==> src/rtl/ysyx_041461_clint_pkg.sv <==
// Shared CLINT definitions: register map, AXI response codes, FSM encodings
// and the byte-strobe merge used by register writes.
package ysyx_041461_clint_pkg;

    localparam logic [31:0] MTIMECMP_ADDR = 32'h0200_4000;
    localparam logic [31:0] MTIME_ADDR    = 32'h0200_bff8;

    localparam logic [1:0] RESP_OKAY   = 2'b00;
    localparam logic [1:0] RESP_DECERR = 2'b11;

    typedef enum logic [1:0] {
        W_IDLE = 2'd0,
        W_DATA = 2'd1,
        W_RESP = 2'd2
    } wstate_t;

    typedef enum logic {
        R_IDLE = 1'b0,
        R_DATA = 1'b1
    } rstate_t;

    function automatic logic [63:0] strb_merge(input logic [63:0] old_v,
                                               input logic [63:0] new_v,
                                               input logic [7:0]  strb);
        logic [63:0] res;
        for (int i = 0; i < 8; i++)
            res[i*8 +: 8] = strb[i] ? new_v[i*8 +: 8] : old_v[i*8 +: 8];
        return res;
    endfunction

endpackage

==> src/rtl/ysyx_041461_clint_if.sv <==
// AXI4 single-beat bus as seen by the CLINT; master drives requests, slave
// drives ready/response signals.
interface ysyx_041461_clint_if;
    logic        awvalid;
    logic        awready;
    logic [3:0]  awid;
    logic [31:0] awaddr;
    logic        wvalid;
    logic        wready;
    logic [63:0] wdata;
    logic [7:0]  wstrb;
    logic        wlast;
    logic        bvalid;
    logic        bready;
    logic [3:0]  bid;
    logic [1:0]  bresp;
    logic        arvalid;
    logic        arready;
    logic [3:0]  arid;
    logic [31:0] araddr;
    logic        rvalid;
    logic        rready;
    logic [3:0]  rid;
    logic [1:0]  rresp;
    logic [63:0] rdata;
    logic        rlast;

    modport master (
        output awvalid, awid, awaddr, wvalid, wdata, wstrb, wlast, bready,
               arvalid, arid, araddr, rready,
        input  awready, wready, bvalid, bid, bresp,
               arready, rvalid, rid, rresp, rdata, rlast
    );

    modport slave (
        input  awvalid, awid, awaddr, wvalid, wdata, wstrb, wlast, bready,
               arvalid, arid, araddr, rready,
        output awready, wready, bvalid, bid, bresp,
               arready, rvalid, rid, rresp, rdata, rlast
    );
endinterface

==> src/rtl/ysyx_041461_clint_timer.sv <==
// mtime/mtimecmp storage, the mtime prescaler and the registered timer
// interrupt compare.
module ysyx_041461_clint_timer #(
    parameter int MTIME_DIV = 1
) (
    input  logic        clk,
    input  logic        rst,
    input  logic        i_mtime_we,
    input  logic        i_mtimecmp_we,
    input  logic [63:0] i_wdata,
    output logic [63:0] o_mtime,
    output logic [63:0] o_mtimecmp,
    output logic        o_mtip
);
    localparam logic [7:0] DIV_LAST = 8'(MTIME_DIV - 1);

    logic [7:0]  r_pre;
    logic [63:0] r_mtime;
    logic [63:0] r_mtimecmp;
    logic        r_mtip;
    logic        w_tick;

    assign w_tick = (r_pre == DIV_LAST);

    always_ff @(posedge clk or posedge rst) begin
        if (rst) begin
            r_pre      <= 8'd0;
            r_mtime    <= 64'd0;
            r_mtimecmp <= 64'hFFFF_FFFF_FFFF_FFFF;
            r_mtip     <= 1'b0;
        end else begin
            r_pre <= w_tick ? 8'd0 : r_pre + 8'd1;
            // A software write wins over the tick; the written value is kept as-is.
            if (i_mtime_we)
                r_mtime <= i_wdata;
            else if (w_tick)
                r_mtime <= r_mtime + 64'd1;
            if (i_mtimecmp_we)
                r_mtimecmp <= i_wdata;
            r_mtip <= (r_mtime >= r_mtimecmp);
        end
    end

    assign o_mtime    = r_mtime;
    assign o_mtimecmp = r_mtimecmp;
    assign o_mtip     = r_mtip;
endmodule

==> src/rtl/ysyx_041461_clint.sv <==
// CLINT top: independent AXI write and read FSMs in front of the timer block.
module ysyx_041461_clint
    import ysyx_041461_clint_pkg::*;
#(
    parameter int MTIME_DIV = 1
) (
    input  logic                 clk,
    input  logic                 rst,
    ysyx_041461_clint_if.slave   s_axi,
    output logic                 mtip
);
    wstate_t     r_wstate, w_wstate_nxt;
    rstate_t     r_rstate, w_rstate_nxt;
    logic [3:0]  r_awid;
    logic [28:0] r_awaddr;
    logic [1:0]  r_bresp;
    logic [3:0]  r_rid;
    logic [1:0]  r_rresp;
    logic [63:0] r_rdata;

    logic [63:0] w_mtime, w_mtimecmp, w_wdata_m;
    logic        w_wfire, w_whit_mtime, w_whit_cmp;
    logic        w_rfire, w_rhit_mtime, w_rhit_cmp;
    logic        w_unused;

    assign w_unused = ^{s_axi.wlast, s_axi.awaddr[2:0], s_axi.araddr[2:0]};

    // ---------------- write channel ----------------
    assign w_wfire      = (r_wstate == W_DATA) && s_axi.wvalid;
    assign w_whit_mtime = (r_awaddr == MTIME_ADDR[31:3]);
    assign w_whit_cmp   = (r_awaddr == MTIMECMP_ADDR[31:3]);
    assign w_wdata_m    = strb_merge(w_whit_mtime ? w_mtime : w_mtimecmp,
                                     s_axi.wdata, s_axi.wstrb);

    always_ff @(posedge clk or posedge rst) begin
        if (rst) r_wstate <= W_IDLE;
        else     r_wstate <= w_wstate_nxt;
    end

    always_comb begin
        w_wstate_nxt = r_wstate;
        case (r_wstate)
            W_IDLE:  if (s_axi.awvalid) w_wstate_nxt = W_DATA;
            W_DATA:  if (s_axi.wvalid)  w_wstate_nxt = W_RESP;
            W_RESP:  if (s_axi.bready)  w_wstate_nxt = W_IDLE;
            default: w_wstate_nxt = W_IDLE;
        endcase
    end

    always_ff @(posedge clk or posedge rst) begin
        if (rst) begin
            r_awid   <= 4'd0;
            r_awaddr <= 29'd0;
            r_bresp  <= RESP_OKAY;
        end else begin
            if (r_wstate == W_IDLE && s_axi.awvalid) begin
                r_awid   <= s_axi.awid;
                r_awaddr <= s_axi.awaddr[31:3];
            end
            if (w_wfire)
                r_bresp <= (w_whit_mtime || w_whit_cmp) ? RESP_OKAY : RESP_DECERR;
        end
    end

    assign s_axi.awready = (r_wstate == W_IDLE);
    assign s_axi.wready  = (r_wstate == W_DATA);
    assign s_axi.bvalid  = (r_wstate == W_RESP);
    assign s_axi.bid     = r_awid;
    assign s_axi.bresp   = r_bresp;

    // ---------------- read channel ----------------
    assign w_rfire      = (r_rstate == R_IDLE) && s_axi.arvalid;
    assign w_rhit_mtime = (s_axi.araddr[31:3] == MTIME_ADDR[31:3]);
    assign w_rhit_cmp   = (s_axi.araddr[31:3] == MTIMECMP_ADDR[31:3]);

    always_ff @(posedge clk or posedge rst) begin
        if (rst) r_rstate <= R_IDLE;
        else     r_rstate <= w_rstate_nxt;
    end

    always_comb begin
        w_rstate_nxt = r_rstate;
        case (r_rstate)
            R_IDLE:  if (s_axi.arvalid) w_rstate_nxt = R_DATA;
            R_DATA:  if (s_axi.rready)  w_rstate_nxt = R_IDLE;
            default: w_rstate_nxt = R_IDLE;
        endcase
    end

    // Capture samples registers before this edge's update, so a colliding write is not seen.
    always_ff @(posedge clk or posedge rst) begin
        if (rst) begin
            r_rid   <= 4'd0;
            r_rresp <= RESP_OKAY;
            r_rdata <= 64'd0;
        end else if (w_rfire) begin
            r_rid <= s_axi.arid;
            if (w_rhit_mtime) begin
                r_rdata <= w_mtime;
                r_rresp <= RESP_OKAY;
            end else if (w_rhit_cmp) begin
                r_rdata <= w_mtimecmp;
                r_rresp <= RESP_OKAY;
            end else begin
                r_rdata <= 64'd0;
                r_rresp <= RESP_DECERR;
            end
        end
    end

    assign s_axi.arready = (r_rstate == R_IDLE);
    assign s_axi.rvalid  = (r_rstate == R_DATA);
    assign s_axi.rlast   = (r_rstate == R_DATA);
    assign s_axi.rid     = r_rid;
    assign s_axi.rresp   = r_rresp;
    assign s_axi.rdata   = r_rdata;

    ysyx_041461_clint_timer #(.MTIME_DIV(MTIME_DIV)) u_timer (
        .clk           (clk),
        .rst           (rst),
        .i_mtime_we    (w_wfire && w_whit_mtime),
        .i_mtimecmp_we (w_wfire && w_whit_cmp),
        .i_wdata       (w_wdata_m),
        .o_mtime       (w_mtime),
        .o_mtimecmp    (w_mtimecmp),
        .o_mtip        (mtip)
    );
endmodule

==> src/flat_wrapper.sv <==
// flat-port wrapper written by rule: the top's interface ports become plain ports
module ysyx_041461_clint_flat import ysyx_041461_clint_pkg::*;
#(
    parameter int MTIME_DIV = 1
)
  (clk, rst, mtip, s_axi_awvalid, s_axi_awid, s_axi_awaddr, s_axi_wvalid, s_axi_wdata, s_axi_wstrb, s_axi_wlast, s_axi_bready, s_axi_arvalid, s_axi_arid, s_axi_araddr, s_axi_rready, s_axi_awready, s_axi_wready, s_axi_bvalid, s_axi_bid, s_axi_bresp, s_axi_arready, s_axi_rvalid, s_axi_rid, s_axi_rresp, s_axi_rdata, s_axi_rlast);
  ysyx_041461_clint_if s_axi_i ();
  input  logic clk;
  input  logic rst;
  output logic mtip;
  input wire logic [$bits(s_axi_i.awvalid)-1:0] s_axi_awvalid;
  input wire logic [$bits(s_axi_i.awid)-1:0] s_axi_awid;
  input wire logic [$bits(s_axi_i.awaddr)-1:0] s_axi_awaddr;
  input wire logic [$bits(s_axi_i.wvalid)-1:0] s_axi_wvalid;
  input wire logic [$bits(s_axi_i.wdata)-1:0] s_axi_wdata;
  input wire logic [$bits(s_axi_i.wstrb)-1:0] s_axi_wstrb;
  input wire logic [$bits(s_axi_i.wlast)-1:0] s_axi_wlast;
  input wire logic [$bits(s_axi_i.bready)-1:0] s_axi_bready;
  input wire logic [$bits(s_axi_i.arvalid)-1:0] s_axi_arvalid;
  input wire logic [$bits(s_axi_i.arid)-1:0] s_axi_arid;
  input wire logic [$bits(s_axi_i.araddr)-1:0] s_axi_araddr;
  input wire logic [$bits(s_axi_i.rready)-1:0] s_axi_rready;
  output wire logic [$bits(s_axi_i.awready)-1:0] s_axi_awready;
  output wire logic [$bits(s_axi_i.wready)-1:0] s_axi_wready;
  output wire logic [$bits(s_axi_i.bvalid)-1:0] s_axi_bvalid;
  output wire logic [$bits(s_axi_i.bid)-1:0] s_axi_bid;
  output wire logic [$bits(s_axi_i.bresp)-1:0] s_axi_bresp;
  output wire logic [$bits(s_axi_i.arready)-1:0] s_axi_arready;
  output wire logic [$bits(s_axi_i.rvalid)-1:0] s_axi_rvalid;
  output wire logic [$bits(s_axi_i.rid)-1:0] s_axi_rid;
  output wire logic [$bits(s_axi_i.rresp)-1:0] s_axi_rresp;
  output wire logic [$bits(s_axi_i.rdata)-1:0] s_axi_rdata;
  output wire logic [$bits(s_axi_i.rlast)-1:0] s_axi_rlast;
  assign s_axi_i.awvalid = s_axi_awvalid;
  assign s_axi_i.awid = s_axi_awid;
  assign s_axi_i.awaddr = s_axi_awaddr;
  assign s_axi_i.wvalid = s_axi_wvalid;
  assign s_axi_i.wdata = s_axi_wdata;
  assign s_axi_i.wstrb = s_axi_wstrb;
  assign s_axi_i.wlast = s_axi_wlast;
  assign s_axi_i.bready = s_axi_bready;
  assign s_axi_i.arvalid = s_axi_arvalid;
  assign s_axi_i.arid = s_axi_arid;
  assign s_axi_i.araddr = s_axi_araddr;
  assign s_axi_i.rready = s_axi_rready;
  assign s_axi_awready = s_axi_i.awready;
  assign s_axi_wready = s_axi_i.wready;
  assign s_axi_bvalid = s_axi_i.bvalid;
  assign s_axi_bid = s_axi_i.bid;
  assign s_axi_bresp = s_axi_i.bresp;
  assign s_axi_arready = s_axi_i.arready;
  assign s_axi_rvalid = s_axi_i.rvalid;
  assign s_axi_rid = s_axi_i.rid;
  assign s_axi_rresp = s_axi_i.rresp;
  assign s_axi_rdata = s_axi_i.rdata;
  assign s_axi_rlast = s_axi_i.rlast;
  ysyx_041461_clint #(.MTIME_DIV(MTIME_DIV)) u_core (.clk(clk), .rst(rst), .s_axi(s_axi_i), .mtip(mtip));
endmodule
==> config.mk <==
export PLATFORM = sky130hd
export DESIGN_NAME = ysyx_041461_clint_flat
export DESIGN_NICKNAME = d
export VERILOG_FILES = /design/src/rtl/ysyx_041461_clint_pkg.sv /design/src/rtl/ysyx_041461_clint_if.sv /design/src/rtl/ysyx_041461_clint_timer.sv /design/src/rtl/ysyx_041461_clint.sv /design/src/flat_wrapper.sv
export SDC_FILE = /design/constraint.sdc
export NUM_CORES = 1
export LEC_CHECK = 0
export BUFFER_PORTS_ARGS = -buffer_cell sky130_fd_sc_hd__buf_2
export CAP_MARGIN = 0
export CORE_MARGIN = 2
export CORE_UTILIZATION = 58
export DETAILED_ROUTE_END_ITERATION = 6
export PLACE_DENSITY = 0.9
export SYNTH_ARGS = -nofsm -noshare
export SYNTH_HDL_FRONTEND = slang
export SYNTH_SLANG_ARGS = --single-unit
==> constraint.sdc <==
create_clock -name clk -period 8.9 [get_ports clk]
set_input_delay 1.78 -clock clk [delete_from_list [all_inputs] [get_ports clk]]
set_output_delay 1.78 -clock clk [all_outputs]
set_load 0.05 [all_outputs]
==> results by group, run 1 <==
Run status
  – Status: complete, no violations

CTS
  – Clock Sinks: approximately 240
  – Hold_buf cts: 0
  – Clock Latency Late Sink: about 0.54 ns
  – CTS Buf Count: 27
  – # resized after CTS: 0
  – Post-CTS Setup Bufs: 0
  – CTS tree: built
  – Root buffer cell: clkbuf_16
  – CTS H-Tree Depth: 1
  – Clk slew on worst S/H paths: approximately 0.060 ns
  – CTS max path bufs: 3

Timing
  – Post-route setup TNS: 0 ns
  – Slew at the pin closest to its max-slew limit: 1.17 ns
  – Relative slew slack: 21.9%
  – Final Max Tran Viols: 0
  – Min Hold Slack: 0.491 ns
  – Final setup margin: between 5 and 6 ns
  – Final setup viols: 0
  – Max Freq: between 200 and 300 MHz
  – Fin crit period: roughly 3.5 ns
  – Unrepaired setup endpoints after global routing: false
  – Fin Clk Skew: just over 0.009 ns
  – Final hold vios: 0
  – Final worst-path cycle share: 39.5%

Yosys
  – Ys flop type: dfrtp_1
  – Syn_area_per_cell: approximately 10 µm²
  – Post-synth ARST share: between 90% and 100%
  – Post-synth EDFFs: 0
  – Mapped Nets: around 1.6k
  – Yosys reg bits: about 240
  – Cells after synthesis: 1,424
  – Warnings, synthesis: 0
  – Register area share after synthesis: between 40 and 50%
  – Mapped Area: 0.0143 mm²
  – Synth cell types: between 40 and 50

Setup path
  – CP endpoint kind: flip-flop
  – Crit-path leading delay family: simple AND/OR/NAND/NOR gates
  – Worst path required time: between 9 and 10 ns
  – RR Startpoint: u_core.u_timer.r_pre[0]
  – Crit path from: s_axi_araddr[6]
  – Register-to-Register Path Depth: 8
  – Max incr delay on CP: ~0.55 ns
  – Reg2reg end: u_core.u_timer.o_mtime[56]
  – Critical path, cell by cell: buf_2, nand4_1, nor4_1, nand2b_4, buf_4, mux2i_1, a211oi_1
  – Setup crit end: u_core.s_axi.rdata[1]
  – Largest fanout on the critical path: between 50 and 60
  – Crit Path Class: primary input to flip-flop
  – Startpoint types: primary input
  – Cell count along the critical path: 7
  – Arrival time worst endpoint: 3.94 ns
  – Reg2reg setup slack: roughly 5.7 ns
  – Buf+Inv Stages, Crit Path: 2
  – Critical path's slowest cell: nor4_1

Place
  – Pre-CTS setup slack: 4.88 ns
  – Cells after DPL: about 1.9k
  – GPL Wtd Cong: ~0.9
  – Hpwl dp: 24,200 µm
  – I/O Buffers: between 200 and 250

Die
  – Core Box Area: 0.0242 mm²
  – Starting density of the core: just under 60%
  – Die ar.: 0.0259 mm²
  – Io pins: 235
  – Die W: between 150 and 200 µm
  – # rows: 57
  – DIE HEIGHT: 161 µm

Route
  – Initial DRC Count: a little over 800
  – Total Routed Length: 35,900 µm
  – Total number of vias: around 12k
  – Wl on met1: 14,900 µm
  – Number of remaining DRC errors: 0
  – Top Metal Used: met4
  – Post-DRT Antenna Nets: 0
  – WL met2: 17,300 µm
  – First drt pass iteration count: 5
  – Post-DR vias/cell: slightly below 6
  – Routed wl met3: approximately 2200 µm
  – DR WL/cell: 18.3 µm

Pwr
  – Max VDD drop: 0.226 mV
  – Power Dens Cells: approximately 190 mW/mm²
  – Leakage: between 0.008 and 0.009 µW

Final layout
  – Commonest non-fill, non-tap cells in the layout: buf_2 (227), dfrtp_1 (179), mux2_2 (139), nand2_1 (134), mux2i_1 (124)
  – Most common cell after layout, fill and taps aside: buf_2
  – Share of cells above drive strength 1: 30.9%
  – Layout overhead on the synthesized area: 16.1%
  – Post-Layout Cell Count: between 1.5k and 2k
  – # nets final: around 1.8k

Global routing
  – GRT overflow: 0
  – First-pass GRT wire length: 58,800 µm
  – Total GRT Usage: approximately 28%
  – Largest net degree at the start of global routing: 108
  – Vias in the first global route: 11.9k
  – Antenna violations before repair: 1

Hold path
  – Min-delay worst type: flip-flop to flip-flop

Run
  – MaxCap Viol Count: 0
[metrics by stage]
| stage | total power, µW | utilization, % | area (µm²) |
|---|---|---|---|
| final | 3140 | 68.4 | 16600 |
| after global routing | 3260 | 68.4 | 16600 |
| after CTS | 3150 | 68.4 | 16600 |
| after detailed placement | 2020 | 64.7 | 15700 |
| after global placement | 1990 | 64.7 | 15700 |
| after floorplan | 1830 | - | 14300 |
[routing by layer]
| layer | track usage (%) | vias to the layer above |
|---|---|---|
| met2 | 45.8 | 412 |
| met3 | 4.65 | 101 |
| met4 | 12.3 | 0 |
| met1 | 35.9 | 5632 |
| met5 | 0 | - |
| li1 | - | 5470 |
[state kept, by name (all words and copies together) (netlist names)]
name and cells:
u_core.s_axi.rresp 1, u_core.r_wstate 2, u_core.s_axi.rlast 1, u_core.r_awaddr 29
u_core.s_axi.rdata 64, u_core.u_timer.o_mtip 1, u_core.s_axi.bid 4, u_core.u_timer.o_mtimecmp 64
u_core.u_timer.r_pre 8, u_core.s_axi.rid 4, u_core.u_timer.o_mtime 64, u_core.s_axi.bresp 1
[final cells by class]
| cell class | count | area (µm²) |
|---|---|---|
| fillers | 1738 | 7660 |
| repair buffers | 241 | 1240 |
| inverters | 77 | 297 |
| multi-input cells | 1027 | 7570 |
| well taps | 324 | 405 |
| diodes | 1 | 2.50 |
| flip-flops and latches | 243 | 6160 |
| clock buffers | 39 | 771 |
| clock inverters | 10 | 134 |
[worst min path at each step]
| stage | startpoint | endpoint | slack (ns) | cells past startpoint |
|---|---|---|---|---|
| 6_report | u_core.u_timer.r_pre[7] | u_core.u_timer.r_pre[7] | 0.49 | 1 |
| 3_5_place_dp | u_core.u_timer.r_pre[7] | u_core.u_timer.r_pre[7] | 0.47 | 1 |
| 3_3_place_gp | u_core.u_timer.r_pre[7] | u_core.u_timer.r_pre[7] | 0.47 | 1 |
| 4_1_cts | u_core.u_timer.r_pre[7] | u_core.u_timer.r_pre[7] | 0.49 | 1 |
| 2_1_floorplan | u_core.u_timer.r_pre[7] | u_core.u_timer.r_pre[7] | 0.45 | 1 |
| 5_1_grt | u_core.s_axi.rid[3] | u_core.s_axi.rid[3] | 0.51 | 1 |
[synth_stat cells, types with 11 or more instances]
master	count	area share (%)
clkbuf_1	64	1.7
nor2_1	108	2.8
a21oi_1	37	1.3
dfstp_2	64	12
nand2_1	136	3.6
mux2_2	139	11
and3_1	11	0.48
ha_1	67	5.9
nand3_1	35	1.2
xor2_1	23	1.4
xnor2_1	46	2.8
mux2i_1	124	8.7
a211oi_1	67	3.5
nand4_1	47	2.1
inv_1	77	2.0
dfrtp_1	179	31
o21ai_0	93	3.3
nor3_1	21	0.74
nor4_1	18	0.79
[power breakdown]
group	leakage [µW]	total [µW]	switching (µW)	internal, µW
registers	0.00296	1330	84.9	1240
logic	0.00477	671	459	212
clock network	0.000440	1140	456	686
[cells by family (layout without fill, tap and decap cells)]
logic type      after synthesis  in the layout  synth area share (%)
buf+inv                     154            367                  4.18
fa+ha+maj                    67             67                  5.87
simple gates                414            414                  13.9
xor+xnor                     69             69                  4.23
mux                         264            264                  19.7
other cells                   0              1                     0
flops                       243            243                  43.1
compound gates              213            213                  8.96
(Power assumes the default switching activity.)
==> run 2: changes to the inputs <==
clock period = 3.3 ns   (was 8.9 ns; I/O delays follow)
==> run 2 against run 1 <==
  * Via count grew 3.6%
  * Clock skew grew 0.015 ns
  * Critical path type is now flip-flop to flip-flop
  * Die area unchanged
  * Global-route usage is 0.90 points higher
  * Sequential share of layout area decreased by 0.44 points
  * First-iteration DRC count grew 36%
  * Largest power group unchanged
  * Largest cell class unchanged
  * Combinational power increased to 2.7 times the previous value
  * Critical path depth grew 1
==> results by group, run 2 (synthesized netlist as in run 1, its figures left out) <==
Setup path
  – Crit path top cell by count: or4_4
  – Crit path from: u_core.u_timer.r_pre[0]
  – Buf+Inv Stages, Crit Path: 1
  – Arrival time worst endpoint: about 3.6 ns
  – Startpoint types: flip-flop
  – Largest fanout on the critical path: 8
  – RR Startpoint: u_core.u_timer.r_pre[0]
  – CP endpoint kind: flip-flop
  – Setup crit end: u_core.u_timer.o_mtime[50]
  – Register-to-Register Path Depth: 8
  – Reg2reg setup slack: between 0.1 and 0.15 ns
  – Crit Path Class: flip-flop to flip-flop
  – Reg2reg end: u_core.u_timer.o_mtime[50]
  – Max incr delay on CP: approximately 0.67 ns
  – Critical path's slowest cell: or4_4
  – Cell count along the critical path: 8
  – Crit-path leading delay family: simple AND/OR/NAND/NOR gates
  – Worst path required time: between 3 and 4 ns
  – Critical path, cell by cell: inv_1, ha_1, or3b_2, or4_4, or4_4, nor4_4, xnor2_1, mux2_4

Timing
  – Post-route setup TNS: 0 ns
  – Final setup viols: 0
  – Fin Clk Skew: ~0.025 ns
  – Final worst-path cycle share: 95.9%
  – Relative slew slack: a little over two fifths
  – Fin crit period: ~3.2 ns
  – Final Max Tran Viols: 0
  – Final hold vios: 0
  – Final setup margin: around 0.13 ns
  – Unrepaired setup endpoints after global routing: false
  – Max Freq: approximately 320 MHz
  – Slew at the pin closest to its max-slew limit: 0.856 ns

CTS
  – Clock Latency Late Sink: about 0.55 ns
  – CTS max path bufs: 3
  – Post-CTS Setup Bufs: 0
  – Clock Sinks: roughly 240
  – Root buffer cell: clkbuf_16
  – Clk slew on worst S/H paths: ~0.070 ns
  – Hold_buf cts: 0
  – CTS H-Tree Depth: 1
  – CTS Buf Count: 27
  – CTS tree: built
  – # resized after CTS: 0

Die
  – Io pins: about 240
  – Core Box Area: between 0.02 and 0.025 mm²
  – DIE HEIGHT: about 160 µm
  – # rows: 57
  – Die ar.: 0.0259 mm²
  – Starting density of the core: slightly below 60%
  – Die W: between 150 and 200 µm

Global routing
  – First-pass GRT wire length: between 60,000 and 70,000 µm
  – Total GRT Usage: ~29%
  – GRT overflow: 0
  – Largest net degree at the start of global routing: 87
  – Vias in the first global route: roughly 12k
  – Antenna violations before repair: 4

Run
  – MaxCap Viol Count: 0

Run status
  – Status: complete, no violations

Route
  – Post-DRT Antenna Nets: 0
  – First drt pass iteration count: 7
  – Number of remaining DRC errors: 0
  – Total Routed Length: approximately 37,000 µm
  – DR WL/cell: approximately 19 µm
  – Post-DR vias/cell: just over 6
  – Total number of vias: around 12k
  – Initial DRC Count: ~1.1k

Pwr
  – Leakage: around 0.0083 µW
  – Power Dens Cells: between 500 and 600 mW/mm²
  – Max VDD drop: ~0.70 mV

Final layout
  – Number of fill cells: 1,674
  – Most common cell after layout, fill and taps aside: buf_2
  – Share of cells above drive strength 1: a little under a third
  – # nets final: roughly 1.8k
  – Post-Layout Cell Count: roughly 2.0k
  – Layout overhead on the synthesized area: 17.5%
  – Commonest non-fill, non-tap cells in the layout: buf_2 (227), dfrtp_1 (179), mux2_2 (139), nand2_1 (134), mux2i_1 (124)

Place
  – Cells after DPL: between 1.5k and 2k
  – I/O Buffers: 227
  – GPL Wtd Cong: 0.860
  – Pre-CTS setup slack: about 0.19 ns
  – Hpwl dp: approximately 25,000 µm

Hold path
  – Min-delay worst type: primary input to async pin
[run 2: cell types whose count changed in the layout (fill, tap and decap cells not counted), moves of 2 or more]
cell        delta
buf_12         +9
clkbuf_1       -2
clkinv_2       +2
clkinvlp_4     +2
[run 2: report_power, final]
group | internal, µW | switching [µW] | total (µW)
clock network | 1860 | 1260 | 3120
logic | 585 | 1230 | 1810
registers | 3350 | 220 | 3570
[run 2: how the worst min path moves through the flow]
stage / slack [ns] / start / cells after the start / endpoint
after floorplan: 0.45 / u_core.u_timer.r_pre[7] / 1 / u_core.u_timer.r_pre[7]
after global placement: 0.47 / u_core.u_timer.r_pre[7] / 1 / u_core.u_timer.r_pre[7]
after detailed placement: 0.46 / u_core.u_timer.r_pre[7] / 1 / u_core.u_timer.r_pre[7]
after CTS: 0.20 / rst / 2 / u_core.s_axi.rdata[25]
after global routing: 0.23 / rst / 2 / u_core.s_axi.rdata[25]
final: 0.20 / rst / 2 / u_core.s_axi.rdata[25]
[run 2: worst reg2reg max path, stage by stage, from the launching register on]
cell     delay [ns]
dfrtp_1        0.43
inv_1          0.09
ha_1           0.13
or3b_2         0.52
or4_4          0.53
or4_4          0.67
nor4_4         0.32
xnor2_1        0.11
mux2_4         0.26
[run 2: area by class of cell]
cell class / count / area (µm²) / area share (%)
inverter: 77 / 293 / 1.74
tap: 324 / 405 / 2.42
antenna: 1 / 2.50 / 0.0149
clock buffer: 37 / 763 / 4.55
timing repair buffer: 251 / 1430 / 8.51
clock inverter: 13 / 163 / 0.969
multi-input combinational: 1027 / 7570 / 45.1
sequential: 243 / 6160 / 36.7
[run 2: per-stage QoR]
step | power (µW) | cell area, µm² | utilization [%] | hold slack [ns]
finish | 8510 | 16800 | 69.2 | 0.196
global route | 8820 | 16800 | 69.2 | 0.235
CTS | 8560 | 16800 | 69.2 | 0.200
detailed placement | 5440 | 15900 | 65.4 | 0.463
global placement | 5370 | 15900 | 65.4 | 0.467
floorplan | 4940 | 14300 | - | 0.446
[run 2: metal layers]
metal / GRT usage (%) / vias to the layer above / share of wire [%]
li1: - / 5485 / -
met3: 5.53 / 134 / 7.6
met4: 14.0 / 6 / 4.5
met1: 35.4 / 5838 / 39
met2: 48.1 / 569 / 49
met5: 0 / - / 0.11
==> run 3: changes to the inputs <==
==> constraint.sdc (replaced) <==
create_clock -name clk -period 3.3 [get_ports clk]
set_input_delay 0 -clock clk [delete_from_list [all_inputs] [get_ports clk]]
set_output_delay 0 -clock clk [all_outputs]
set_load 0.05 [all_outputs]
==> run 3 against run 2 <==
  * The flow now finishes with violations (DRC)
  * Critical path type unchanged
  * Critical path depth is the same
  * Fmax grew 1.4%
  * Critical endpoint is now u_core.u_timer.o_mtime[56]
  * Worst setup slack gained 0.043 ns
  * Largest power group unchanged
  * Cell count grew 5.9%
==> results by group, run 3 (synthesized netlist as in run 1, its figures left out) <==
CTS
  – CTS tree: built
  – Clk slew on worst S/H paths: ~0.060 ns
  – CTS max path bufs: 3
  – Post-CTS Setup Bufs: 0
  – CTS H-Tree Depth: 1
  – CTS Buf Count: 26
  – Root buffer cell: clkbuf_16
  – Clock Latency Late Sink: between 0.5 and 0.6 ns
  – Clock Sinks: 243

Global routing
  – Largest net degree at the start of global routing: 104
  – Antenna violations before repair: 0
  – Vias in the first global route: ~13k
  – First-pass GRT wire length: 67,600 µm
  – GRT overflow: 0
  – Total GRT Usage: between 30% and 40%

Final layout
  – Diodes inserted: 0
  – Post-Layout Cell Count: about 2.1k
  – Sequential cell area: a little over 0.006 mm²
  – # nets final: slightly below 2k
  – Commonest non-fill, non-tap cells in the layout: buf_2 (227), dfrtp_1 (179), mux2_2 (139), nand2_1 (134), mux2i_1 (124)
  – Number of fill cells: about 1.5k
  – Layout overhead on the synthesized area: 25.1%
  – Area of the multi-input gates: around 0.0076 mm²
  – Share of cells above drive strength 1: around 29%
  – Most common cell after layout, fill and taps aside: buf_2

Timing
  – Post-route setup TNS: 0 ns
  – Final worst-path cycle share: a little over nine tenths
  – Final setup viols: 0
  – Slew at the pin closest to its max-slew limit: 0.765 ns
  – Fin crit period: about 3.1 ns
  – Fin Clk Skew: 0.0187 ns
  – Final hold vios: 0
  – Max Freq: ~320 MHz
  – Final Max Tran Viols: 0
  – Relative slew slack: between 40% and 50%
  – Unrepaired setup endpoints after global routing: false
  – Final setup margin: approximately 0.18 ns

Route
  – Post-DRT Antenna Nets: 0
  – DR WL/cell: around 20 µm
  – Number of remaining DRC errors: 1
  – Total Routed Length: 42,200 µm
  – Initial DRC Count: around 1.3k
  – Total number of vias: 12.9k
  – Post-DR vias/cell: ~6.2
  – First drt pass iteration count: 7

Place
  – Pre-CTS setup slack: about 0.17 ns
  – Hpwl dp: between 20,000 and 30,000 µm
  – Cells after DPL: between 1.5k and 2k
  – GPL Wtd Cong: between 0.9 and 1
  – I/O Buffers: ~230

Die
  – Die W: between 150 and 200 µm
  – Starting density of the core: approximately three fifths
  – # rows: 57
  – Io pins: 235
  – Core Box Area: 0.0242 mm²
  – Die ar.: around 0.026 mm²
  – DIE HEIGHT: between 150 and 200 µm

Pwr
  – Max VDD drop: ~0.48 mV
  – Power Dens Cells: around 470 mW/mm²
  – Leakage: slightly below 0.009 µW
  – Pwr Total: between 8000 and 9000 µW

Setup path
  – Crit path top cell by count: or4_4
  – Buf+Inv Stages, Crit Path: 1
  – Critical path's slowest cell: or4_4
  – Crit-path leading delay family: simple AND/OR/NAND/NOR gates
  – Crit Path Class: flip-flop to flip-flop
  – Crit path from: u_core.u_timer.r_pre[1]
  – Worst path required time: 3.71 ns
  – Startpoint types: flip-flop
  – CP endpoint kind: flip-flop
  – Critical path, cell by cell: inv_1, ha_1, or3b_2, or4_4, or4_4, nor4_4, xor2_1, mux2_2
  – Max incr delay on CP: between 0.5 and 0.6 ns
  – Arrival time worst endpoint: approximately 3.5 ns
  – RR Startpoint: u_core.u_timer.r_pre[1]
  – Reg2reg setup slack: 0.18 ns
  – Largest fanout on the critical path: 8

Run status
  – Failing checks: DRC
  – Status: complete, but fails checks

Run
  – MaxCap Viol Count: 0

Hold path
  – Worst hold start: s_axi_wstrb[3]
  – Min-delay worst type: primary input to flip-flop
==> run 3: cell count changes in the layout (fill, tap and decap cells not counted) <==
cell           before  now
dlygate4sd3_1       0  120
clkbuf_1            5   10
bufinv_16           3    0
clkinv_2            6    3
buf_12              9    7
buf_4              15   17
clkbuf_8            5    7
clkinvlp_4          4    2
diode_2             1    0
inv_16              1    0
nor4_2              3    2
nor4_4              1    2
==> run 3: path summary, 6_finish.rpt <==
| check | endpoint | cells after the start |
|---|---|---|
| worst max-delay path | u_core.u_timer.o_mtime[56] | 8 |
| worst min-delay path | u_core.u_timer.o_mtimecmp[26] | 4 |
| worst max register to register | u_core.u_timer.o_mtime[56] | 8 |
| worst min register to register | u_core.s_axi.rresp[0] | 1 |
| max in group asynchronous | u_core.r_awaddr[0] | 4 |
| min in group asynchronous | u_core.s_axi.rdata[17] | 3 |
==> run 3: metal layers <==
layer,routed length (µm),vias up,track usage (%),share of wire [%]
met1,15800,6167,38.9,37
li1,-,5722,-,-
met2,20500,765,54.3,49
met5,0,-,0,0
met4,2490,0,18.4,5.9
met3,3480,214,5.91,8.2
==> run 3: final cells by class <==
class                      count  area share [%]
multi-input combinational   1027            42.4
sequential                   243            34.5
timing repair buffer         371            14.6
clock buffer                  44            4.53
tap                          324            2.27
inverter                      77            1.64
clock inverter                 4           0.126
==> run 3: per-stage QoR <==
step                      hold WS, ns  util [%]  cell area, µm²
after floorplan                0.0964         -           14300
after global placement          0.101      65.3           15800
after detailed placement        0.105      65.3           15800
after CTS                      0.0556      73.7           17900
after global routing            0.121      73.7           17900
final                          0.0832      73.7           17900
==> run 3: power by group <==
group | total, µW | internal [µW] | switching [µW] | leakage, µW
Clock | 2880 | 1660 | 1220 | 0.000407
Sequential | 3610 | 3350 | 258 | 0.00296
Combinational | 1990 | 686 | 1310 | 0.00535
==> run 3: what timing repair did <==
action / 4_1_cts / 5_1_grt
endpoints found under the hold margin: 200 / 0
hold buffers: 120 / 0
gates resized for setup: 0 / 1
endpoints found under the setup margin: 0 / 1
==> run 3: worst min-delay path, stage by stage <==
cell,delay (ns)
buf_2,0.26
nand2_1,0.07
o21ai_0,0.09
mux2_2,0.16
